**config.mk**
```make
export PLATFORM = sky130hd
export DESIGN_NAME = mem_arbiter
export DESIGN_NICKNAME = d
export VERILOG_FILES = /design/src/rtl/mem_arb_pkg.sv /design/src/rtl/arb_starve_ctr.sv /design/src/rtl/mem_arbiter.sv
export SDC_FILE = /design/constraint.sdc
export NUM_CORES = 1
export LEC_CHECK = 0
export CORE_AREA = 2 2 171 89
export CTS_CLUSTER_DIAMETER = 200
export DETAILED_ROUTE_END_ITERATION = 10
export DIE_AREA = 0 0 173 91
export PLACE_DENSITY = 0.8
export REMOVE_ABC_BUFFERS = 1
export SETUP_SLACK_MARGIN = 0.1
export SLEW_MARGIN = 25
export SYNTH_ARGS = -nofsm -noshare
export SYNTH_HDL_FRONTEND = slang
export SYNTH_SLANG_ARGS = --single-unit
```
**constraint.sdc**
```tcl
create_clock -name i_clk -period 4.55 [get_ports i_clk]
set_input_delay 0.455 -clock i_clk [delete_from_list [all_inputs] [get_ports i_clk]]
set_output_delay 0.455 -clock i_clk [all_outputs]
set_load 0.05 [all_outputs]
```
**src/rtl/mem_arb_pkg.sv**
```systemverilog
// Shared definitions for the unified memory-port arbiter.
// Holds the FSM state encoding, the owner encoding, the full-word mask and
// a word-alignment helper. Ports: none (package only).
package mem_arb_pkg;

    // FSM state encoding
    localparam logic [1:0] IDLE  = 2'd0;
    localparam logic [1:0] ISSUE = 2'd1;
    localparam logic [1:0] WAIT  = 2'd2;
    localparam logic [1:0] RESP  = 2'd3;

    typedef enum logic [1:0] {
        StIdle  = IDLE,
        StIssue = ISSUE,
        StWait  = WAIT,
        StResp  = RESP
    } arb_state_e;

    // Byte mask used for every instruction fetch
    localparam logic [3:0] MASK_WORD = 4'b1111;

    // Owner of the in-flight transaction
    localparam logic OWN_I = 1'b0;
    localparam logic OWN_D = 1'b1;

    function automatic logic [31:0] word_align(input logic [31:0] addr);
        return {addr[31:2], 2'b00};
    endfunction

endpackage

```
**src/rtl/arb_starve_ctr.sv**
```systemverilog
// Saturating starvation counter for the fetch requester.
// Ports:
//   i_clk, i_rst  - clock, asynchronous active-high reset
//   i_inc         - count one data grant made while a fetch was waiting
//   i_clr         - clear (fetch granted, or no fetch pending); wins over i_inc
//   o_at_limit    - counter has reached STARVE_LIMIT
module arb_starve_ctr #(
    parameter int unsigned STARVE_LIMIT = 4
) (
    input  logic i_clk,
    input  logic i_rst,
    input  logic i_inc,
    input  logic i_clr,
    output logic o_at_limit
);

    localparam logic [3:0] LIMIT_W = 4'(STARVE_LIMIT);

    logic [3:0] cnt_q;
    logic [3:0] cnt_d;

    always_comb begin
        cnt_d = cnt_q;
        if (i_clr) begin
            cnt_d = 4'd0;
        end else if (i_inc && (cnt_q != LIMIT_W)) begin
            cnt_d = cnt_q + 4'd1;
        end
    end

    always_ff @(posedge i_clk or posedge i_rst) begin
        if (i_rst) begin
            cnt_q <= 4'd0;
        end else begin
            cnt_q <= cnt_d;
        end
    end

    assign o_at_limit = (cnt_q == LIMIT_W);

endmodule

```
**src/rtl/mem_arbiter.sv**
```systemverilog
// Shares one request/response memory port between instruction fetch and
// data load/store. One transaction in flight at a time; data wins ties
// unless fetch has been passed over STARVE_LIMIT times in a row.
// Ports:
//   i_clk, i_rst                         - clock, asynchronous active-high reset
//   i_imem_req/addr, o_imem_valid/rdata  - fetch requester
//   i_dmem_req/wen/addr/wdata/mask,
//   o_dmem_valid/rdata                   - data requester
//   o_mem_addr/ren/wen/wdata/mask        - request to memory (held while in ISSUE)
//   i_mem_ready/valid/rdata              - memory accept / completion
module mem_arbiter
    import mem_arb_pkg::*;
#(
    parameter int unsigned STARVE_LIMIT = 4
) (
    input  logic        i_clk,
    input  logic        i_rst,

    input  logic        i_imem_req,
    input  logic [31:0] i_imem_addr,
    output logic        o_imem_valid,
    output logic [31:0] o_imem_rdata,

    input  logic        i_dmem_req,
    input  logic        i_dmem_wen,
    input  logic [31:0] i_dmem_addr,
    input  logic [31:0] i_dmem_wdata,
    input  logic [3:0]  i_dmem_mask,
    output logic        o_dmem_valid,
    output logic [31:0] o_dmem_rdata,

    output logic [31:0] o_mem_addr,
    output logic        o_mem_ren,
    output logic        o_mem_wen,
    output logic [31:0] o_mem_wdata,
    output logic [3:0]  o_mem_mask,
    input  logic        i_mem_ready,
    input  logic        i_mem_valid,
    input  logic [31:0] i_mem_rdata
);

    arb_state_e  state_q, state_d;
    logic        owner_q, owner_d;
    logic        wen_q, wen_d;
    logic [31:0] addr_q, addr_d;
    logic [31:0] wdata_q, wdata_d;
    logic [3:0]  mask_q, mask_d;
    logic [31:0] irdata_q, irdata_d;
    logic [31:0] drdata_q, drdata_d;

    logic starve_inc;
    logic starve_clr;
    logic starve_at_limit;

    arb_starve_ctr #(
        .STARVE_LIMIT(STARVE_LIMIT)
    ) u_starve_ctr (
        .i_clk     (i_clk),
        .i_rst     (i_rst),
        .i_inc     (starve_inc),
        .i_clr     (starve_clr),
        .o_at_limit(starve_at_limit)
    );

    logic grant_d;
    logic grant_i;
    logic capture;

    always_comb begin
        state_d    = state_q;
        owner_d    = owner_q;
        wen_d      = wen_q;
        addr_d     = addr_q;
        wdata_d    = wdata_q;
        mask_d     = mask_q;
        irdata_d   = irdata_q;
        drdata_d   = drdata_q;
        starve_inc = 1'b0;
        starve_clr = 1'b0;
        grant_d    = 1'b0;
        grant_i    = 1'b0;
        capture    = 1'b0;

        case (state_q)
            StIdle: begin
                // Data wins unless fetch has been starved up to the limit
                grant_d = i_dmem_req && !(i_imem_req && starve_at_limit);
                grant_i = i_imem_req && !grant_d;
                if (!i_imem_req) begin
                    starve_clr = 1'b1;
                end
                if (grant_d) begin
                    owner_d    = OWN_D;
                    wen_d      = i_dmem_wen;
                    addr_d     = word_align(i_dmem_addr);
                    wdata_d    = i_dmem_wdata;
                    mask_d     = i_dmem_mask;
                    starve_inc = i_imem_req;
                    state_d    = StIssue;
                end else if (grant_i) begin
                    owner_d    = OWN_I;
                    wen_d      = 1'b0;
                    addr_d     = word_align(i_imem_addr);
                    wdata_d    = 32'h0;
                    mask_d     = MASK_WORD;
                    starve_clr = 1'b1;
                    state_d    = StIssue;
                end
            end
            StIssue: begin
                if (i_mem_ready) begin
                    capture = i_mem_valid;
                    state_d = i_mem_valid ? StResp : StWait;
                end
            end
            StWait: begin
                if (i_mem_valid) begin
                    capture = 1'b1;
                    state_d = StResp;
                end
            end
            StResp: begin
                // No arbitration here so a still-high req is not re-granted
                state_d = StIdle;
            end
            default: begin
                state_d = StIdle;
            end
        endcase

        if (capture) begin
            if (owner_q == OWN_I) begin
                irdata_d = i_mem_rdata;
            end else begin
                drdata_d = i_mem_rdata;
            end
        end
    end

    always_ff @(posedge i_clk or posedge i_rst) begin
        if (i_rst) begin
            state_q  <= StIdle;
            owner_q  <= OWN_I;
            wen_q    <= 1'b0;
            addr_q   <= 32'h0;
            wdata_q  <= 32'h0;
            mask_q   <= 4'h0;
            irdata_q <= 32'h0;
            drdata_q <= 32'h0;
        end else begin
            state_q  <= state_d;
            owner_q  <= owner_d;
            wen_q    <= wen_d;
            addr_q   <= addr_d;
            wdata_q  <= wdata_d;
            mask_q   <= mask_d;
            irdata_q <= irdata_d;
            drdata_q <= drdata_d;
        end
    end

    assign o_mem_addr   = addr_q;
    assign o_mem_wdata  = wdata_q;
    assign o_mem_mask   = mask_q;
    assign o_mem_ren    = (state_q == StIssue) && !wen_q;
    assign o_mem_wen    = (state_q == StIssue) && wen_q;

    assign o_imem_valid = (state_q == StResp) && (owner_q == OWN_I);
    assign o_dmem_valid = (state_q == StResp) && (owner_q == OWN_D);
    assign o_imem_rdata = irdata_q;
    assign o_dmem_rdata = drdata_q;

endmodule

```
==> report_table.html, run 1 <==
<table>
<tr><th>Metric</th><th>Value</th></tr>
<tr><th colspan="2">Outcome</th></tr>
<tr><td>Result of the run</td><td>completed</td></tr>
<tr><th colspan="2">Floorplan</th></tr>
<tr><td>Core ar.</td><td>around 14000 µm²</td></tr>
<tr><td>Floorplan die height</td><td>91 µm</td></tr>
<tr><td># rows</td><td>31</td></tr>
<tr><td>Number of primary I/O pins</td><td>~280</td></tr>
<tr><td>Initial Utilization</td><td>between 40% and 50%</td></tr>
<tr><td>Floorplan die width</td><td>between 150 and 200 µm</td></tr>
<tr><td>DIE AREA</td><td>15700 µm²</td></tr>
<tr><th colspan="2">Final layout</th></tr>
<tr><td>Design area</td><td>9140 µm²</td></tr>
<tr><td>Share of layout cells above drive strength 1</td><td>15.7%</td></tr>
<tr><td>Final #Nets</td><td>856</td></tr>
<tr><td>Post-synthesis to final-layout area growth</td><td>58.7%</td></tr>
<tr><td>Multi-input gate area</td><td>~2100 µm²</td></tr>
<tr><td>Inserted Diodes</td><td>0</td></tr>
<tr><td>Filler instances</td><td>1083</td></tr>
<tr><td>Register Area</td><td>3450 µm²</td></tr>
<tr><th colspan="2">Detailed routing</th></tr>
<tr><td>First DRT Iteration DRCs</td><td>317</td></tr>
<tr><td>DRT Pass-1 Iters</td><td>4</td></tr>
<tr><td>Drt drc</td><td>0</td></tr>
<tr><td>Antenna viol nets, final</td><td>0</td></tr>
<tr><td>Wire length per cell</td><td>18.1 µm</td></tr>
<tr><td>Detail-routed via count per cell</td><td>roughly 5.1</td></tr>
<tr><td>Detailed-route via count</td><td>4711</td></tr>
<tr><td>Routed WL</td><td>roughly 17 mm</td></tr>
<tr><th colspan="2">GRT</th></tr>
<tr><td>Largest net degree at the start of global routing</td><td>73</td></tr>
<tr><td>Wire length of the first global-routing pass</td><td>27.0 mm</td></tr>
<tr><td>Overall fraction of global-route tracks in use</td><td>between 20% and 30%</td></tr>
<tr><td>Overflow left after global routing</td><td>0</td></tr>
<tr><td>Vias in the first global route</td><td>5039</td></tr>
<tr><td>Antenna violations before repair</td><td>0</td></tr>
<tr><th colspan="2">Power and ir drop</th></tr>
<tr><td>Share of power burned in combinational logic</td><td>57.5%</td></tr>
<tr><td>Highest ir drop seen on vdd</td><td>0.000417 V</td></tr>
<tr><td>Part of the power in the clock network</td><td>16.0%</td></tr>
<tr><td>Overall power of the completed layout</td><td>between 8000 and 9000 µW</td></tr>
<tr><td>Psw</td><td>3920 µW</td></tr>
<tr><td>Share of total power consumed by net switching</td><td>47.4%</td></tr>
<tr><td>Reg power frac</td><td>26.5%</td></tr>
<tr><td>Total leakage power</td><td>0.00379 µW</td></tr>
<tr><td>Power per unit of standard cell area</td><td>around 910 nW/µm²</td></tr>
<tr><td>Internal power summed over all cells</td><td>4350 µW</td></tr>
<tr><th colspan="2">Timing</th></tr>
<tr><td>Slew at the pin with the worst max-slew slack</td><td>around 0.86 ns</td></tr>
<tr><td>Unrepaired setup endpoints after global routing</td><td>no</td></tr>
<tr><td>Final hold violations</td><td>0</td></tr>
<tr><td>Headroom to the max-slew limit</td><td>42.5%</td></tr>
<tr><td>Crit share post-route</td><td>~57%</td></tr>
<tr><td>Number of setup violations in the final report</td><td>0</td></tr>
<tr><td>Time the final worst path needs with I/O delays and setup</td><td>2.61 ns</td></tr>
<tr><td>Count of final max-slew check failures</td><td>0</td></tr>
<tr><td>Final TNS setup</td><td>0 ns</td></tr>
<tr><td>Maximum achievable frequency</td><td>383 MHz</td></tr>
<tr><td>Clock skew after layout</td><td>0.0120 ns</td></tr>
<tr><th colspan="2">Worst setup path</th></tr>
<tr><td>Worst path required time</td><td>4.09 ns</td></tr>
<tr><td>Chain of cells forming the critical path</td><td>inv_1 &gt; ha_1 &gt; nor2b_1 &gt; clkdlybuf4s50_1</td></tr>
<tr><td>Nature of the critical path startpoint</td><td>flip-flop</td></tr>
<tr><td>Cell type of the slowest stage on the worst timing path</td><td>sky130_fd_sc_hd__clkdlybuf4s50_1</td></tr>
<tr><td>Max stage delay on crit path</td><td>0.82 ns</td></tr>
<tr><td>CP top delay family</td><td>buffers and inverters</td></tr>
<tr><td>Critical path data arrival time</td><td>2.16 ns</td></tr>
<tr><td>CP endpoint kind</td><td>primary output</td></tr>
<tr><td>CP Buf/Inv Count</td><td>2</td></tr>
<tr><td>Largest fanout on the critical path</td><td>5</td></tr>
<tr><td>Category of the critical setup timing path</td><td>reg -&gt; out</td></tr>
<tr><th colspan="2">Clock network</th></tr>
<tr><td>Clock root buffer master</td><td>sky130_fd_sc_hd__clkbuf_16</td></tr>
<tr><td>Hold-fix buffers, CTS</td><td>0</td></tr>
<tr><td>Number of levels in the clock H-tree</td><td>4</td></tr>
<tr><td>CTS Buf Count</td><td>17</td></tr>
<tr><td>Count of buffers added by post-CTS timing repair for setup</td><td>0</td></tr>
<tr><td>Clk sink count</td><td>138</td></tr>
<tr><td>Clock latency reported for the late side of the worst-skew pair</td><td>0.40 ns</td></tr>
<tr><td>Clock Pin Slew Worst Setup and Hold Paths</td><td>0.06 ns</td></tr>
<tr><td>Largest buffer count on any clock path</td><td>2</td></tr>
<tr><td>CTS tree</td><td>yes</td></tr>
<tr><td>PostCTS Resize Cnt</td><td>0</td></tr>
<tr><th colspan="2">Flow run</th></tr>
<tr><td>Number of max-capacitance violations reported</td><td>0</td></tr>
<tr><th colspan="2">Yosys</th></tr>
<tr><td>EDFF count, synth</td><td>0</td></tr>
<tr><td>Post-synthesis average cell area</td><td>12.8 µm²</td></tr>
<tr><td>Post-Syn Area</td><td>approximately 5800 µm²</td></tr>
<tr><td>Number of distinct library cell variants in the gate-level netlist after synthesis</td><td>37</td></tr>
<tr><td>Dominant register cell in the synthesized netlist</td><td>sky130_fd_sc_hd__dfrtp_1</td></tr>
<tr><td>Synth area leader</td><td>sky130_fd_sc_hd__dfrtp_1</td></tr>
<tr><td>Leading post-synthesis cells by cell area</td><td>sky130_fd_sc_hd__dfrtp_1 (60%), sky130_fd_sc_hd__mux2_2 (12%), sky130_fd_sc_hd__a22o_1 (5.0%)</td></tr>
<tr><td>Synthesis warning total</td><td>0</td></tr>
<tr><td>Async set-or-reset flop fraction in the synthesized netlist</td><td>100%</td></tr>
<tr><td>Post-synthesis instance total</td><td>450</td></tr>
<tr><td>Top cell type's share of synthesized area</td><td>60.0%</td></tr>
<tr><td>Share of synthesized area occupied by flip-flops and latches</td><td>around three fifths</td></tr>
<tr><td>Flip-flop and latch count after synthesis</td><td>between 100 and 150</td></tr>
<tr><th colspan="2">Placement</th></tr>
<tr><td>Port bufs</td><td>268</td></tr>
<tr><td>Placement-stage cell area</td><td>8570 µm²</td></tr>
<tr><td>Gpl congestion</td><td>0.796</td></tr>
<tr><td>HPWL after detailed placement</td><td>12.3 mm</td></tr>
<tr><th colspan="2">Hold path</th></tr>
<tr><td>Kind of path behind the tightest hold check</td><td>reg -&gt; reg</td></tr>
</table>
==> flip-flops by register name, summed over array words and instances (netlist names) <==
name,flops
u_starve_ctr.cnt_q,4
o_mem_mask,4
o_mem_addr,30
o_mem_wdata,32
wen_q,1
o_imem_rdata,32
state_q,2
o_dmem_rdata,32
owner_q,1
==> cell families (layout without fill, tap and decap cells) <==
| kind of cell | after synthesis | after routing | synth area share (%) |
|---|---|---|---|
| adders and majority gates | 7 | 7 | 1.52 |
| buffers and inverters | 43 | 313 | 4.13 |
| AOI/OAI and AO/OA | 78 | 78 | 11.2 |
| muxes | 66 | 66 | 12.9 |
| DFF | 138 | 138 | 60.0 |
| and+or+nand+nor | 117 | 117 | 10.3 |
| other | 1 | 2 | 0.0651 |
==> routing by layer <==
| layer | wire (µm) | track usage, % | vias to the layer above |
|---|---|---|---|
| met2 | 7850 | 34.8 | 203 |
| li1 | - | - | 2148 |
| met4 | 185 | 6.92 | 0 |
| met3 | 1360 | 7.33 | 17 |
| met5 | 0 | 0 | - |
| met1 | 7220 | 28.2 | 2343 |
==> path summary, 6_finish.rpt <==
kind,startpoint,end,slack [ns],depth (start not counted)
hold / removal,o_mem_addr[21]$_DFFE_PP0P_,o_mem_addr[21]$_DFFE_PP0P_,0.49,2
hold reg to reg,o_mem_addr[21]$_DFFE_PP0P_,o_mem_addr[21]$_DFFE_PP0P_,0.49,2
min in group asynchronous,i_rst,o_mem_wdata[4]$_DFFE_PP0P_,0.55,2
setup reg to reg,state_q[0]$_DFFE_PP0P_,o_mem_addr[8]$_DFFE_PP0P_,2.33,6
setup / recovery,state_q[1]$_DFFE_PP0P_,o_mem_ren,1.94,4
max in group asynchronous,i_rst,wen_q$_DFFE_PP0P_,3.08,3
==> cells in the final DEF (no fill, tap or decap), types with 2 or more instances in the layout <==
cell type | netlist | final
sky130_fd_sc_hd__a22o_1 | 33 | 33
sky130_fd_sc_hd__and2_1 | 4 | 3
sky130_fd_sc_hd__clkbuf_16 | 0 | 17
sky130_fd_sc_hd__dfrtp_1 | 138 | 138
sky130_fd_sc_hd__ha_1 | 7 | 7
sky130_fd_sc_hd__mux2_2 | 63 | 63
sky130_fd_sc_hd__clkdlybuf4s50_1 | 0 | 268
sky130_fd_sc_hd__nand4_1 | 30 | 30
sky130_fd_sc_hd__nand2_1 | 64 | 64
sky130_fd_sc_hd__clkinv_2 | 0 | 2
sky130_fd_sc_hd__buf_4 | 5 | 9
sky130_fd_sc_hd__clkinv_4 | 0 | 3
sky130_fd_sc_hd__nand3_1 | 4 | 4
sky130_fd_sc_hd__nor2b_1 | 5 | 5
sky130_fd_sc_hd__nor2_1 | 3 | 3
sky130_fd_sc_hd__clkinvlp_4 | 0 | 3
sky130_fd_sc_hd__inv_1 | 6 | 5
sky130_fd_sc_hd__inv_6 | 0 | 4
sky130_fd_sc_hd__o22a_1 | 5 | 5
sky130_fd_sc_hd__conb_1 | 1 | 2
sky130_fd_sc_hd__bufinv_16 | 0 | 2
sky130_fd_sc_hd__mux2_1 | 2 | 2
sky130_fd_sc_hd__o211ai_1 | 30 | 30
==> area by class of cell <==
| class | instances | area share (%) |
|---|---|---|
| repair buffers | 277 | 30.1 |
| well taps | 198 | 2.71 |
| inverters | 6 | 0.301 |
| flip-flops and latches | 138 | 37.8 |
| clock inverters | 13 | 1.59 |
| clock buffers | 17 | 4.66 |
| multi-input cells | 270 | 22.9 |
==> power groups by stage <==
| stage | Combinational [µW] | Clock, µW | Sequential [µW] |
|---|---|---|---|
| after floorplan | 1080 | 0 | 4180 |
| after global placement | 4690 | 0 | 2170 |
| after detailed placement | 4780 | 0 | 2210 |
| after CTS | 4780 | 1360 | 2200 |
| after global routing | 4960 | 1430 | 2280 |
| final | 4750 | 1320 | 2190 |
==> through the flow <==
step / worst slack, ns / utilization, % / hold WS [ns] / std cells
2_1_floorplan: 0.399 / - / 0.489 / 414
3_3_place_gp: 1.76 / 60.3 / 0.471 / 889
3_5_place_dp: 1.65 / 60.3 / 0.484 / 889
4_1_cts: 1.91 / 64.4 / 0.497 / 919
5_1_grt: 1.81 / 64.4 / 0.513 / 919
6_report: 1.94 / 64.4 / 0.492 / 919
==> worst min-delay path, delay by kind of cell (launching register included) <==
family / cells / cell delay, ns
flip-flops: 1 / 0.34
AO/OA/AOI/OAI: 1 / 0.07
AND/OR/NAND/NOR: 1 / 0.05
==> cell usage after synthesis, types with 2 or more instances <==
library cell                 n
sky130_fd_sc_hd__a22o_1     33
sky130_fd_sc_hd__clkbuf_1   16
sky130_fd_sc_hd__o22a_1      5
sky130_fd_sc_hd__ha_1        7
sky130_fd_sc_hd__dfrtp_1   138
sky130_fd_sc_hd__mux2_1      2
sky130_fd_sc_hd__nor2_1      3
sky130_fd_sc_hd__mux2_2     63
sky130_fd_sc_hd__nand4_1    30
sky130_fd_sc_hd__buf_2      10
sky130_fd_sc_hd__inv_1       6
sky130_fd_sc_hd__and2_1      4
sky130_fd_sc_hd__nand2_1    64
sky130_fd_sc_hd__nand3_1     4
sky130_fd_sc_hd__buf_4       5
sky130_fd_sc_hd__buf_6       6
sky130_fd_sc_hd__o211ai_1   30
sky130_fd_sc_hd__nor2b_1     5
Power figures use the tool's default switching activity.
==> run 2, diff against run 1 <==
- clock period: 4.55 -> 2.5 ns (I/O delays scaled with it)
==> report_table.html, run 2 (synthesis gave the netlist of run 1 again) <==
<table>
<tr><th>Metric</th><th>Value</th></tr>
<tr><th colspan="2">Detailed routing</th></tr>
<tr><td>Detail-routed via count per cell</td><td>5.17 (+0.86%)</td></tr>
<tr><td>Antenna viol nets, final</td><td>0 (unchanged)</td></tr>
<tr><td>Routed WL</td><td>17.1 mm (+3.0%)</td></tr>
<tr><td>Wire length per cell</td><td>18.5 µm (+2.1%)</td></tr>
<tr><td>Detailed-route via count</td><td>4793 (+1.7%)</td></tr>
<tr><td>First DRT Iteration DRCs</td><td>240 (-24%)</td></tr>
<tr><td>DRT Pass-1 Iters</td><td>4 (unchanged)</td></tr>
<tr><td>Drt drc</td><td>0 (unchanged)</td></tr>
<tr><th colspan="2">Final layout</th></tr>
<tr><td>Post-synthesis to final-layout area growth</td><td>60.9%</td></tr>
<tr><td>Commonest cells after routing, fill and taps aside</td><td>sky130_fd_sc_hd__clkdlybuf4s50_1 (266), sky130_fd_sc_hd__dfrtp_1 (138), sky130_fd_sc_hd__nand2_1 (64), sky130_fd_sc_hd__mux2_2 (63), sky130_fd_sc_hd__a22o_1 (33)</td></tr>
<tr><td>Final #Nets</td><td>862 (+0.70%)</td></tr>
<tr><td>Inserted Diodes</td><td>0 (unchanged)</td></tr>
<tr><td>Count of non-filler cells in the finished layout</td><td>927 (+0.87%)</td></tr>
<tr><td>Share of layout cells above drive strength 1</td><td>16.2% (+0.51 points)</td></tr>
<tr><td>Most common cell after layout, fill and taps aside</td><td>sky130_fd_sc_hd__clkdlybuf4s50_1</td></tr>
<tr><th colspan="2">Timing</th></tr>
<tr><td>Count of final max-slew check failures</td><td>0 (unchanged)</td></tr>
<tr><td>Headroom to the max-slew limit</td><td>59.5% (+17 points)</td></tr>
<tr><td>Slew at the pin with the worst max-slew slack</td><td>0.608 ns (-0.251 ns)</td></tr>
<tr><td>Worst Hold Slack</td><td>0.250 ns (-0.242 ns)</td></tr>
<tr><td>Unrepaired setup endpoints after global routing</td><td>no</td></tr>
<tr><td>Time the final worst path needs with I/O delays and setup</td><td>2.24 ns</td></tr>
<tr><td>Final hold violations</td><td>0 (unchanged)</td></tr>
<tr><td>Crit share post-route</td><td>89.8%</td></tr>
<tr><td>Final TNS setup</td><td>0 ns (unchanged)</td></tr>
<tr><td>Maximum achievable frequency</td><td>446 MHz</td></tr>
<tr><td>Number of setup violations in the final report</td><td>0 (unchanged)</td></tr>
<tr><td>Clock skew after layout</td><td>0.0139 ns (+0.00185 ns)</td></tr>
<tr><th colspan="2">GRT</th></tr>
<tr><td>Antenna violations before repair</td><td>0 (unchanged)</td></tr>
<tr><td>Wire length of the first global-routing pass</td><td>27.6 mm (+1.9%)</td></tr>
<tr><td>Overflow left after global routing</td><td>0 (unchanged)</td></tr>
<tr><td>Overall fraction of global-route tracks in use</td><td>22.2% (+0.44 points)</td></tr>
<tr><td>Vias in the first global route</td><td>5136 (+1.9%)</td></tr>
<tr><td>Largest net degree at the start of global routing</td><td>60 (-18%)</td></tr>
<tr><th colspan="2">Floorplan</th></tr>
<tr><td>Core ar.</td><td>14200 µm² (unchanged)</td></tr>
<tr><td>Floorplan die width</td><td>173 µm (unchanged)</td></tr>
<tr><td>Initial Utilization</td><td>40.6% (unchanged)</td></tr>
<tr><td>Floorplan die height</td><td>91 µm (unchanged)</td></tr>
<tr><td>Number of primary I/O pins</td><td>275 (unchanged)</td></tr>
<tr><td># rows</td><td>31 (unchanged)</td></tr>
<tr><td>DIE AREA</td><td>15700 µm² (unchanged)</td></tr>
<tr><th colspan="2">Clock network</th></tr>
<tr><td>Clk sink count</td><td>138 (unchanged)</td></tr>
<tr><td>Clock Pin Slew Worst Setup and Hold Paths</td><td>0.07 ns (about the same)</td></tr>
<tr><td>Hold-fix buffers, CTS</td><td>0 (unchanged)</td></tr>
<tr><td>Clock latency reported for the late side of the worst-skew pair</td><td>0.41 ns (about the same)</td></tr>
<tr><td>Largest buffer count on any clock path</td><td>2 (unchanged)</td></tr>
<tr><td>CTS tree</td><td>yes</td></tr>
<tr><td>Clock root buffer master</td><td>sky130_fd_sc_hd__clkbuf_16</td></tr>
<tr><td>CTS Buf Count</td><td>17 (unchanged)</td></tr>
<tr><td>Number of levels in the clock H-tree</td><td>4 (unchanged)</td></tr>
<tr><th colspan="2">Worst setup path</th></tr>
<tr><td>CP Buf/Inv Count</td><td>1 (-1)</td></tr>
<tr><td>Critical path data arrival time</td><td>1.99 ns (-0.17 ns)</td></tr>
<tr><td>Max stage delay on crit path</td><td>0.83 ns (about the same)</td></tr>
<tr><td>Worst path required time</td><td>2.25 ns (-1.84 ns)</td></tr>
<tr><td>Largest fanout on the critical path</td><td>5 (unchanged)</td></tr>
<tr><td>Cell type of the slowest stage on the worst timing path</td><td>sky130_fd_sc_hd__clkdlybuf4s50_1</td></tr>
<tr><td>Category of the critical setup timing path</td><td>reg -&gt; out</td></tr>
<tr><td>Chain of cells forming the critical path</td><td>ha_1 &gt; nor2b_1 &gt; clkdlybuf4s50_1</td></tr>
<tr><td>CP top delay family</td><td>buffers and inverters</td></tr>
<tr><td>Nature of the critical path startpoint</td><td>flip-flop</td></tr>
<tr><td>CP endpoint kind</td><td>primary output</td></tr>
<tr><th colspan="2">Placement</th></tr>
<tr><td>Gpl congestion</td><td>0.810 (+1.9%)</td></tr>
<tr><td>Total instance count after detailed placement</td><td>895 (+0.67%)</td></tr>
<tr><td>Port bufs</td><td>268 (unchanged)</td></tr>
<tr><td>HPWL after detailed placement</td><td>12.6 mm (+2.5%)</td></tr>
<tr><th colspan="2">Power and ir drop</th></tr>
<tr><td>Total leakage power</td><td>0.00385 µW (+1.7%)</td></tr>
<tr><td>Overall power of the completed layout</td><td>15300 µW (+85%)</td></tr>
<tr><td>Power per unit of standard cell area</td><td>1650 nW/µm² (+82%)</td></tr>
<tr><td>Highest ir drop seen on vdd</td><td>0.000940 V (+130%)</td></tr>
<tr><th colspan="2">Outcome</th></tr>
<tr><td>Result of the run</td><td>completed</td></tr>
<tr><th colspan="2">Hold path</th></tr>
<tr><td>Kind of path behind the tightest hold check</td><td>in -&gt; async</td></tr>
<tr><th colspan="2">Flow run</th></tr>
<tr><td>Number of max-capacitance violations reported</td><td>0 (unchanged)</td></tr>
</table>
-- run 2: worst reg2reg max path: stages, from the launching register on --
cell and delay [ns]:
sky130_fd_sc_hd__dfrtp_1 0.43, sky130_fd_sc_hd__inv_1 0.14, sky130_fd_sc_hd__ha_1 0.33, sky130_fd_sc_hd__buf_4 0.31
sky130_fd_sc_hd__nand4b_1 0.15, sky130_fd_sc_hd__and2_1 0.20, sky130_fd_sc_hd__a311o_1 0.34
-- run 2: final timing paths --
path,start,cells past startpoint,endpoint,slack [ns]
max,state_q[1]$_DFFE_PP0P_,3,o_imem_valid,0.26
min,i_rst,2,o_mem_wdata[16]$_DFFE_PP0P_,0.25
max reg2reg,state_q[1]$_DFFE_PP0P_,6,u_starve_ctr.cnt_q[2]$_DFFE_PP0P_,0.48
min reg2reg,o_imem_rdata[24]$_DFFE_PP0P_,1,o_imem_rdata[24]$_DFFE_PP0P_,0.50
max in group asynchronous,i_rst,3,o_mem_wdata[22]$_DFFE_PP0P_,1.52
min in group i_clk,i_imem_addr[6],3,o_mem_addr[6]$_DFFE_PP0P_,0.41
-- run 2: metal layers --
layer  vias up  part of all wire, %  GRT usage [%]  wire length, µm
met1      2396                   43           28.3             7360
met4         0                  1.5           7.56              263
met2       207                   48           36.4             8150
met5         -                    0              0                0
li1       2166                    -              -                -
met3        24                  7.8           6.62             1330
-- run 2: report_power, final --
part	switching [µW]	leakage [µW]	internal (µW)
clock network	1010	0.000275	1490
registers	663	0.00169	3360
logic	5570	0.00189	3180
total	7240	0.00385	8020
-- run 2: timing repair --
item | in CTS | in global routing
resized for setup | 2 | 0
hold endpoints to repair | 0 | 0
buffers inserted | 0 | 0
endpoints found under the setup margin | 2 | 0
-- run 2: final cells by class --
class                      count  area, µm²
multi-input combinational    270       2090
tap                          198        248
clock buffer                  18        429
timing repair buffer         283       2860
clock inverter                14        160
sequential                   138       3450
inverter                       6       27.5
fill                        1112       4930
-- run 2: stage by stage --
step / utilization [%] / worst slack (ns) / cell area, µm²
after global routing: 65.3 / 0.149 / 9270
final: 65.3 / 0.256 / 9270
after floorplan: - / -1.45 / 5550
after CTS: 65.3 / 0.244 / 9270
after detailed placement: 61.1 / -0.118 / 8680
after global placement: 60.9 / 0.0109 / 8650
==> run 3, diff against run 2 <==
- CORE_AREA: 2 2 171 89 -> 2 2 167 87
- DIE_AREA: 0 0 173 91 -> 0 0 169 89
- DONT_BUFFER_PORTS: unset -> 1
- PLACE_DENSITY: 0.8 -> unset
==> report_table.html, run 3 (synthesis gave the netlist of run 1 again) <==
<table>
<tr><th>Metric</th><th>Value</th></tr>
<tr><th colspan="2">Placement</th></tr>
<tr><td>Placement-stage cell area</td><td>5930 µm² (-32%)</td></tr>
<tr><td>Post-placement setup slack</td><td>0.484 ns (+0.603 ns)</td></tr>
<tr><td>Total instance count after detailed placement</td><td>603 (-33%)</td></tr>
<tr><td>Gpl congestion</td><td>0.713 (-12%)</td></tr>
<tr><td>Port bufs</td><td>0 (-100%)</td></tr>
<tr><td>HPWL after detailed placement</td><td>9.08 mm (-28%)</td></tr>
<tr><th colspan="2">Floorplan</th></tr>
<tr><td>Floorplan die width</td><td>169 µm (-2.3%)</td></tr>
<tr><td># rows</td><td>30 (-3.2%)</td></tr>
<tr><td>DIE AREA</td><td>15000 µm² (-4.5%)</td></tr>
<tr><td>Initial Utilization</td><td>42.8% (+2.3 points)</td></tr>
<tr><td>Core ar.</td><td>13400 µm² (-5.3%)</td></tr>
<tr><td>Number of primary I/O pins</td><td>275 (unchanged)</td></tr>
<tr><td>Floorplan die height</td><td>89 µm (-2.2%)</td></tr>
<tr><th colspan="2">Clock network</th></tr>
<tr><td>PostCTS Resize Cnt</td><td>0 (-2)</td></tr>
<tr><td>Count of buffers added by post-CTS timing repair for setup</td><td>0 (unchanged)</td></tr>
<tr><td>Largest buffer count on any clock path</td><td>2 (unchanged)</td></tr>
<tr><td>Clock Pin Slew Worst Setup and Hold Paths</td><td>0.06 ns (about the same)</td></tr>
<tr><td>CTS tree</td><td>yes</td></tr>
<tr><td>Clock latency reported for the late side of the worst-skew pair</td><td>0.41 ns (about the same)</td></tr>
<tr><td>Hold-fix buffers, CTS</td><td>94 (+94)</td></tr>
<tr><td>Clock root buffer master</td><td>sky130_fd_sc_hd__clkbuf_16</td></tr>
<tr><td>Clk sink count</td><td>138 (unchanged)</td></tr>
<tr><td>CTS Buf Count</td><td>17 (unchanged)</td></tr>
<tr><td>Number of levels in the clock H-tree</td><td>4 (unchanged)</td></tr>
<tr><th colspan="2">Worst setup path</th></tr>
<tr><td>Critical path data arrival time</td><td>2.37 ns (+0.38 ns)</td></tr>
<tr><td>Largest fanout on the critical path</td><td>26 (+21)</td></tr>
<tr><td>CP Buf/Inv Count</td><td>3 (+2)</td></tr>
<tr><td>CP most frequent cell</td><td>sky130_fd_sc_hd__buf_4</td></tr>
<tr><td>Worst path required time</td><td>2.81 ns (+0.56 ns)</td></tr>
<tr><td>CP endpoint kind</td><td>flip-flop</td></tr>
<tr><td>Category of the critical setup timing path</td><td>reg -&gt; reg</td></tr>
<tr><td>Chain of cells forming the critical path</td><td>inv_1 &gt; ha_1 &gt; buf_4 &gt; o21a_1 &gt; buf_4 &gt; nand2_1 &gt; o211ai_1</td></tr>
<tr><td>Reg2reg setup slack</td><td>0.45 ns (-0.03 ns)</td></tr>
<tr><td>Cell type of the slowest stage on the worst timing path</td><td>sky130_fd_sc_hd__dfrtp_1</td></tr>
<tr><td>Nature of the critical path startpoint</td><td>flip-flop</td></tr>
<tr><td>CP top delay family</td><td>buffers and inverters</td></tr>
<tr><td>Max stage delay on crit path</td><td>0.43 ns (-0.40 ns)</td></tr>
<tr><th colspan="2">Timing</th></tr>
<tr><td>Slew at the pin with the worst max-slew slack</td><td>0.689 ns (+0.0809 ns)</td></tr>
<tr><td>Final hold violations</td><td>0 (unchanged)</td></tr>
<tr><td>Crit share post-route</td><td>82.1% (-7.7 points)</td></tr>
<tr><td>Count of final max-slew check failures</td><td>0 (unchanged)</td></tr>
<tr><td>Worst-case setup margin in the final layout</td><td>0.448 ns (+0.192 ns)</td></tr>
<tr><td>Time the final worst path needs with I/O delays and setup</td><td>2.05 ns (-0.192 ns)</td></tr>
<tr><td>Worst Hold Slack</td><td>0.0134 ns (-0.236 ns)</td></tr>
<tr><td>Headroom to the max-slew limit</td><td>53.9% (-5.6 points)</td></tr>
<tr><td>Number of setup violations in the final report</td><td>0 (unchanged)</td></tr>
<tr><td>Maximum achievable frequency</td><td>487 MHz (+9.4%)</td></tr>
<tr><td>Unrepaired setup endpoints after global routing</td><td>no</td></tr>
<tr><td>Clock skew after layout</td><td>0.0114 ns (-0.00243 ns)</td></tr>
<tr><th colspan="2">GRT</th></tr>
<tr><td>Overflow left after global routing</td><td>0 (unchanged)</td></tr>
<tr><td>Vias in the first global route</td><td>4232 (-18%)</td></tr>
<tr><td>Overall fraction of global-route tracks in use</td><td>18.9% (-3.3 points)</td></tr>
<tr><td>Antenna violations before repair</td><td>0 (unchanged)</td></tr>
<tr><td>Largest net degree at the start of global routing</td><td>59 (-1.7%)</td></tr>
<tr><td>Wire length of the first global-routing pass</td><td>22.1 mm (-20%)</td></tr>
<tr><th colspan="2">Final layout</th></tr>
<tr><td>Most common cell after layout, fill and taps aside</td><td>sky130_fd_sc_hd__dfrtp_1</td></tr>
<tr><td>Filler instances</td><td>1093 (-1.7%)</td></tr>
<tr><td>Inserted Diodes</td><td>0 (unchanged)</td></tr>
<tr><td>Final #Nets</td><td>687 (-20%)</td></tr>
<tr><td>Commonest cells after routing, fill and taps aside</td><td>sky130_fd_sc_hd__dfrtp_1 (138), sky130_fd_sc_hd__dlygate4sd3_1 (95), sky130_fd_sc_hd__nand2_1 (64), sky130_fd_sc_hd__mux2_2 (63), sky130_fd_sc_hd__a22o_1 (33)</td></tr>
<tr><td>Count of non-filler cells in the finished layout</td><td>730 (-21%)</td></tr>
<tr><td>Post-synthesis to final-layout area growth</td><td>29.7%</td></tr>
<tr><td>Design area</td><td>7470 µm² (-19%)</td></tr>
<tr><td>Share of layout cells above drive strength 1</td><td>20.9% (+4.8 points)</td></tr>
<tr><th colspan="2">Outcome</th></tr>
<tr><td>Result of the run</td><td>completed</td></tr>
<tr><th colspan="2">Detailed routing</th></tr>
<tr><td>First DRT Iteration DRCs</td><td>131 (-45%)</td></tr>
<tr><td>Routed WL</td><td>14.5 mm (-15%)</td></tr>
<tr><td>Drt drc</td><td>0 (unchanged)</td></tr>
<tr><td>Wire length per cell</td><td>19.9 µm (+7.8%)</td></tr>
<tr><td>DRT Pass-1 Iters</td><td>4 (unchanged)</td></tr>
<tr><td>Detailed-route via count</td><td>4054 (-15%)</td></tr>
<tr><td>Detail-routed via count per cell</td><td>5.55 (+7.4%)</td></tr>
<tr><td>Antenna viol nets, final</td><td>0 (unchanged)</td></tr>
<tr><th colspan="2">Flow run</th></tr>
<tr><td>Number of max-capacitance violations reported</td><td>0 (unchanged)</td></tr>
<tr><th colspan="2">Hold path</th></tr>
<tr><td>Kind of path behind the tightest hold check</td><td>in -&gt; reg</td></tr>
</table>
-- run 3: per-stage QoR --
step	setup TNS, ns	util (%)
after floorplan	-205.98	-
after global placement	0	44.2
after detailed placement	0	44.2
after CTS	0	55.5
after global routing	0	55.6
final	0	55.6
-- run 3: worst paths after layout --
check | from | end | cells after the start
worst max-delay path | state_q[1]$_DFFE_PP0P_ | o_mem_addr[15]$_DFFE_PP0P_ | 7
worst min-delay path | i_imem_addr[31] | o_mem_addr[31]$_DFFE_PP0P_ | 2
worst max register to register | state_q[1]$_DFFE_PP0P_ | o_mem_addr[15]$_DFFE_PP0P_ | 7
worst min register to register | wen_q$_DFFE_PP0P_ | wen_q$_DFFE_PP0P_ | 1
max in group asynchronous | i_rst | o_mem_addr[21]$_DFFE_PP0P_ | 3
min in group asynchronous | i_rst | o_dmem_rdata[6]$_DFFE_PP0P_ | 2
-- run 3: cell type report --
cell class	count	area, µm²	area share, %
Tap cell	176	220	2.95
Timing Repair Buffer	108	1100	14.7
Sequential cell	138	3450	46.2
Inverter	6	27.5	0.368
Clock buffer	19	443	5.93
Multi-Input combinational cell	270	2090	27.9
Clock inverter	13	143	1.91
-- run 3: routing by layer --
layer	track usage, %	up-vias	wire length, µm
met1	21.9	2042	5680
met4	8.47	0	286
met3	6.29	27	1080
met5	0	-	0
met2	32.9	176	7480
li1	-	1809	-
Power of run 3 is not shown: default switching activity piles up to over one toggle a cycle in this logic, so the estimate is an artifact.
==> variant 1: new RTL, settings of run 1 <==
Take the reset off `wdata_q` and load it in a clocked block of its own.
--- a/src/rtl/mem_arbiter.sv
+++ b/src/rtl/mem_arbiter.sv
@@ -143,7 +143,6 @@
             owner_q  <= OWN_I;
             wen_q    <= 1'b0;
             addr_q   <= 32'h0;
-            wdata_q  <= 32'h0;
             mask_q   <= 4'h0;
             irdata_q <= 32'h0;
             drdata_q <= 32'h0;
@@ -152,11 +151,14 @@
             owner_q  <= owner_d;
             wen_q    <= wen_d;
             addr_q   <= addr_d;
-            wdata_q  <= wdata_d;
             mask_q   <= mask_d;
             irdata_q <= irdata_d;
             drdata_q <= drdata_d;
         end
+    end
+
+    always_ff @(posedge i_clk) begin
+        wdata_q <= wdata_d;
     end
 
     assign o_mem_addr   = addr_q;
Formal check against the unedited RTL: not equivalent (a bounded check fails within 4 cycles, from zero or initial values and one cycle with i_rst high).
==> variant 1 against run 1 <==
  * Sequential cell count unchanged
  * Synthesized area up 0.98%
  * Setup slack worse by 690 ps
  * Via count down 0.45%
  * Final area up 0.97%
  * Hold slack worse by 7.0 ps
  * Routed wire length up 6.7%
  * Total power down 8.1%
  * Die area unchanged
  * Critical path type is now in -> reg
  * Critical endpoint is now o_mem_mask[3]
  * Largest power group unchanged
==> variant 1: results (changes against run 1) <==
[sta]
holdWs_ps = 485  ; was 492 ps
finalClockSkew_ps = 13.1  ; was 12.0 ps
worst-slew-pin-transition_ps = 984  ; was 859 ps

[drt]
wl_met1_mm = 8.07  ; was 7.22 mm
vias = 4690  ; was 4711
wl_met2_mm = 8.35  ; was 7.85 mm

[cells_and_area]
numSequentialCells = 138  ; unchanged
nFillCells = 1077  ; was 1083
clk_share_pct = 6.41  ; was 6.24%
multi_input_area_share_pct = 21.7  ; was 22.9%
seq_area_mm2 = 0.00361  ; was 0.00345 mm2
signal_buffer_area_fraction_pct = 29.7  ; was 30.1%
multi_input_gates = 268  ; was 270

[setup_path]
crit_arrival_ps = 3590  ; was 2160 ps
r2r_cells = 7  ; was 6
rrSetupSlack_ps = 1300  ; was 2330 ps
critPathMaxFanout = 54  ; was 5

[global_routing]
gr-usage-met3_pct = 5.86  ; was 7.33%
grt_pass1_vias = 4839  ; was 5039
grtUsageMet1_pct = 31.2  ; was 28.2%

[placed_design]
dpl.hpwl_mm = 12.5  ; was 12.3 mm
placed_area_mm2 = 0.00863  ; was 0.00857 mm2
dp.cells = 887  ; was 889

[synth]
yosysUniqueCellTypes = 39  ; was 37
async_flop_share_pct = 76.8  ; was 100%
synth_edf_count = 32  ; was 0
syn_area_per_cell_um2 = 13.0  ; was 12.8 um2
yosysSeqAreaShare_pct = 62.1  ; was 60.0%

[min_path]
hold_end = o_dmem_rdata[3]  ; was o_mem_addr[21]
whs_path_depth = 1  ; was 2

[status]
status = finished clean  ; unchanged

[power]
ir_drop_mv = 0.496  ; was 0.417 mV
p_seq_share_pct = 27.9  ; was 26.5%
power_frac_comb_pct = 53.9  ; was 57.5%

[variant 1: critical path, delay by kind of cell]
family                 cells  cell delay, ps
AOI/OAI and AO/OA          2            1060
buffers and inverters      3            2030
[variant 1: kinds of logic (layout without fill, tap and decap cells)]
logic type	Yosys count	count (layout)	share of synthesized area, %
AO/OA/AOI/OAI	45	45	6.07
flip-flops	138	138	62.1
AND/OR/NAND/NOR	148	148	13.6
multiplexers	66	66	12.8
adder cells (fa/ha/maj)	7	7	1.51
buffers and inverters	43	315	3.81
other	1	2	0.0645
[variant 1: worst max-delay path by stage]
stage                from         endpoint  slack (ps)  depth (start not counted)
5_1_grt        i_imem_req    o_mem_mask[0]        1000                          5
3_5_place_dp   i_imem_req    o_mem_mask[3]        1210                          5
2_1_floorplan       i_rst  o_dmem_rdata[0]        1310                          1
6_report       i_imem_req    o_mem_mask[3]        1250                          5
3_3_place_gp   i_imem_req    o_mem_mask[0]        1260                          5
4_1_cts        state_q[0]   o_mem_addr[18]        1340                          8
==> variant 2: new RTL, flow settings as in run 1 <==
Without the edit above. Reset style: synchronous (`i_rst`), changed in 2 clocked blocks. Comments in the files are not updated.
--- a/src/rtl/arb_starve_ctr.sv
+++ b/src/rtl/arb_starve_ctr.sv
@@ -28,7 +28,7 @@
         end
     end
 
-    always_ff @(posedge i_clk or posedge i_rst) begin
+    always_ff @(posedge i_clk) begin
         if (i_rst) begin
             cnt_q <= 4'd0;
         end else begin
--- a/src/rtl/mem_arbiter.sv
+++ b/src/rtl/mem_arbiter.sv
@@ -137,7 +137,7 @@
         end
     end
 
-    always_ff @(posedge i_clk or posedge i_rst) begin
+    always_ff @(posedge i_clk) begin
         if (i_rst) begin
             state_q  <= StIdle;
             owner_q  <= OWN_I;
Formal check against the unedited RTL: differs if i_rst is asserted again (counterexample within 4 cycles, from zero or initial values and one cycle with i_rst high); with i_rst held inactive, the same outputs for 4 cycles.
==> variant 2 against run 1 <==
  * Clock skew fell by 0.69 ps
  * Utilization shrank 0.81 points
  * Routed wire length increased by 13%
  * Sequential cell count is the same
  * Final area is 1.3% lower
  * Setup slack got worse by 9.5 ps
  * Global-route usage rose by 1.7 points
  * Synthesized area about the same
  * Largest cell class is now non-clock buffers
  * Highest routed layer unchanged
Power is not compared: it rests on default switching activity, and its combinational part moved more than twofold at a synthesized area within 25%.
==> variant 2: results (changes against run 1) <==
[status]
status = finished clean  ; unchanged

[drt]
drt_iter0_drc = 317  ; unchanged
vias_per_cell = 5.35  ; was 5.13
wl_met1_mm = 8.85  ; was 7.22 mm
topRoutingLayerUsed = met4  ; unchanged
wl_met2_mm = 8.17  ; was 7.85 mm
dr.pass1.iters = 4  ; unchanged
wl_met3_mm = 1.55  ; was 1.36 mm
wl_per_cell_um = 17.7  ; was 18.1 um

[min_path]
hold_class = reg -> reg  ; unchanged

[global_routing]
grt_pass1_vias = 5589  ; was 5039
antenna_found_initial = 0  ; unchanged
gr-usage-all-layers_pct = 23.5  ; was 21.8%
grt_max_degree = 72  ; was 73
grt_first_pass_wirelength_mm = 30.1  ; was 27.0 mm

[cts]
ctsResizeCount = 0  ; unchanged
h-tree-depth = 4  ; unchanged
cts.clk_slew.worst_paths_ps = 60  ; about the same
clk_latency_ps = 400  ; about the same
postCtsSetupRepairBufs = 0  ; unchanged
clockBufferDepth = 2  ; unchanged
cts_root_buf = clkbuf_16  ; unchanged
cts_buffers = 17  ; unchanged

[synth]
synth_fa_ha_area_share_pct = 1.52  ; about the same
muxShareOfSynthArea_pct = 5.57  ; was 12.9%
synthXorXnorAreaFrac_pct = 0  ; unchanged
yosysUniqueCellTypes = 46  ; was 37
netlist_top_cells_count = dfxtp_1, o21ai_0, nand2_1, clkbuf_1  ; was dfrtp_1, nand2_1, mux2_2, a22o_1
yosys_warnings = 0  ; unchanged
synth_compound_area_share_pct = 23.6  ; was 11.2%
synth_top_family_by_area = compound AO/OA/AOI/OAI gates  ; was multiplexers
yosysTopAreaCell = dfxtp_1  ; was dfrtp_1
async_flop_share_pct = 0  ; was 100%
yosysSeqAreaShare_pct = 48.0  ; was 60.0%
synthTopCellsByArea = dfxtp_1, mux2i_1, o21ai_0  ; was dfrtp_1, mux2_2, a22o_1

[sta]
holdWs_ps = 459  ; was 492 ps
final.setup.worst_slack_ps = 1930  ; was 1940 ps
finalClockSkew_ps = 11.3  ; was 12.0 ps
slew_headroom_pct = 36.6  ; was 42.5%

[power]
p_leak_nw = 3.31
ir_drop_mv = 0.272

[placed_design]
dpl.hpwl_mm = 12.7  ; was 12.3 mm
placed_area_mm2 = 0.00844  ; was 0.00857 mm2
portBuffers = 268  ; unchanged
gp_congestion = 0.825  ; was 0.796
post-place-ws_ps = 1630  ; was 1650 ps

[setup_path]
crit_arrival_ps = 2170
rrSetupSlack_ps = 2160  ; was 2330 ps
critPathMaxFanout = 18  ; was 5

[cells_and_area]
layout-drive-gt1-share_pct = 5.45  ; was 15.7%
nFillCells = 1221  ; was 1083
final_nets = 996  ; was 856
antenna-diode-count = 0  ; unchanged

## variant 2: changes by cell type after synthesis, sizes merged, moves of 32 or more
cell	delta
dfxtp	+138
nor4	+32
a32oi	+33
mux2	-65
dfrtp	-138
a22o	-33
a21oi	+32
o21ai	+62
## variant 2: worst max-delay path: stages, from the launching register on
cell and delay [ps]:
dfxtp_1 740, and2_1 220, clkdlybuf4s50_1 810
## variant 2: kinds of logic (layout without fill, tap and decap cells)
family	after synthesis	in the layout
compound gates	204	204
simple gates	162	162
flops	138	138
buf+inv	78	317
mux	32	32
fa+ha+maj	7	7
other cells	1	2
## variant 2: per-layer routing
metal	GRT usage, %	vias to the layer above
met4	5.51	0
li1	-	2744
met5	0	-
met2	35.2	201
met3	7.75	16
met1	32.6	2711
## variant 2: metrics by stage
stage	std cells	utilization, %
finish	1060	63.6
global route	1060	63.6
CTS	1060	63.5
detailed placement	1029	59.4
global placement	1029	59.4
floorplan	553	-
## variant 2: worst paths after layout
kind                      endpoint              from  depth (start not counted)
hold / removal    o_dmem_rdata[29]  o_dmem_rdata[29]                          2
hold reg to reg   o_dmem_rdata[29]  o_dmem_rdata[29]                          2
setup / recovery      o_dmem_valid           owner_q                          2
setup reg to reg   o_imem_rdata[1]        state_q[0]                          6
## variant 2: layout make-up
class	instances	area, um2	area share [%]
timing repair buffer	278	2770	30.6
sequential	138	2760	30.6
multi-input combinational	407	2640	29.2
clock buffer	19	443	4.91
tap	198	248	2.75
clock inverter	12	139	1.54
inverter	8	30.0	0.333
## variant 2: power breakdown
group / total [W] / switching, W / internal [W]
Sequential: 0.00153 / 0.000116 / 0.00142
Combinational: 0.00208 / 0.00138 / 0.000701
Clock: 0.00136 / 0.000538 / 0.000826
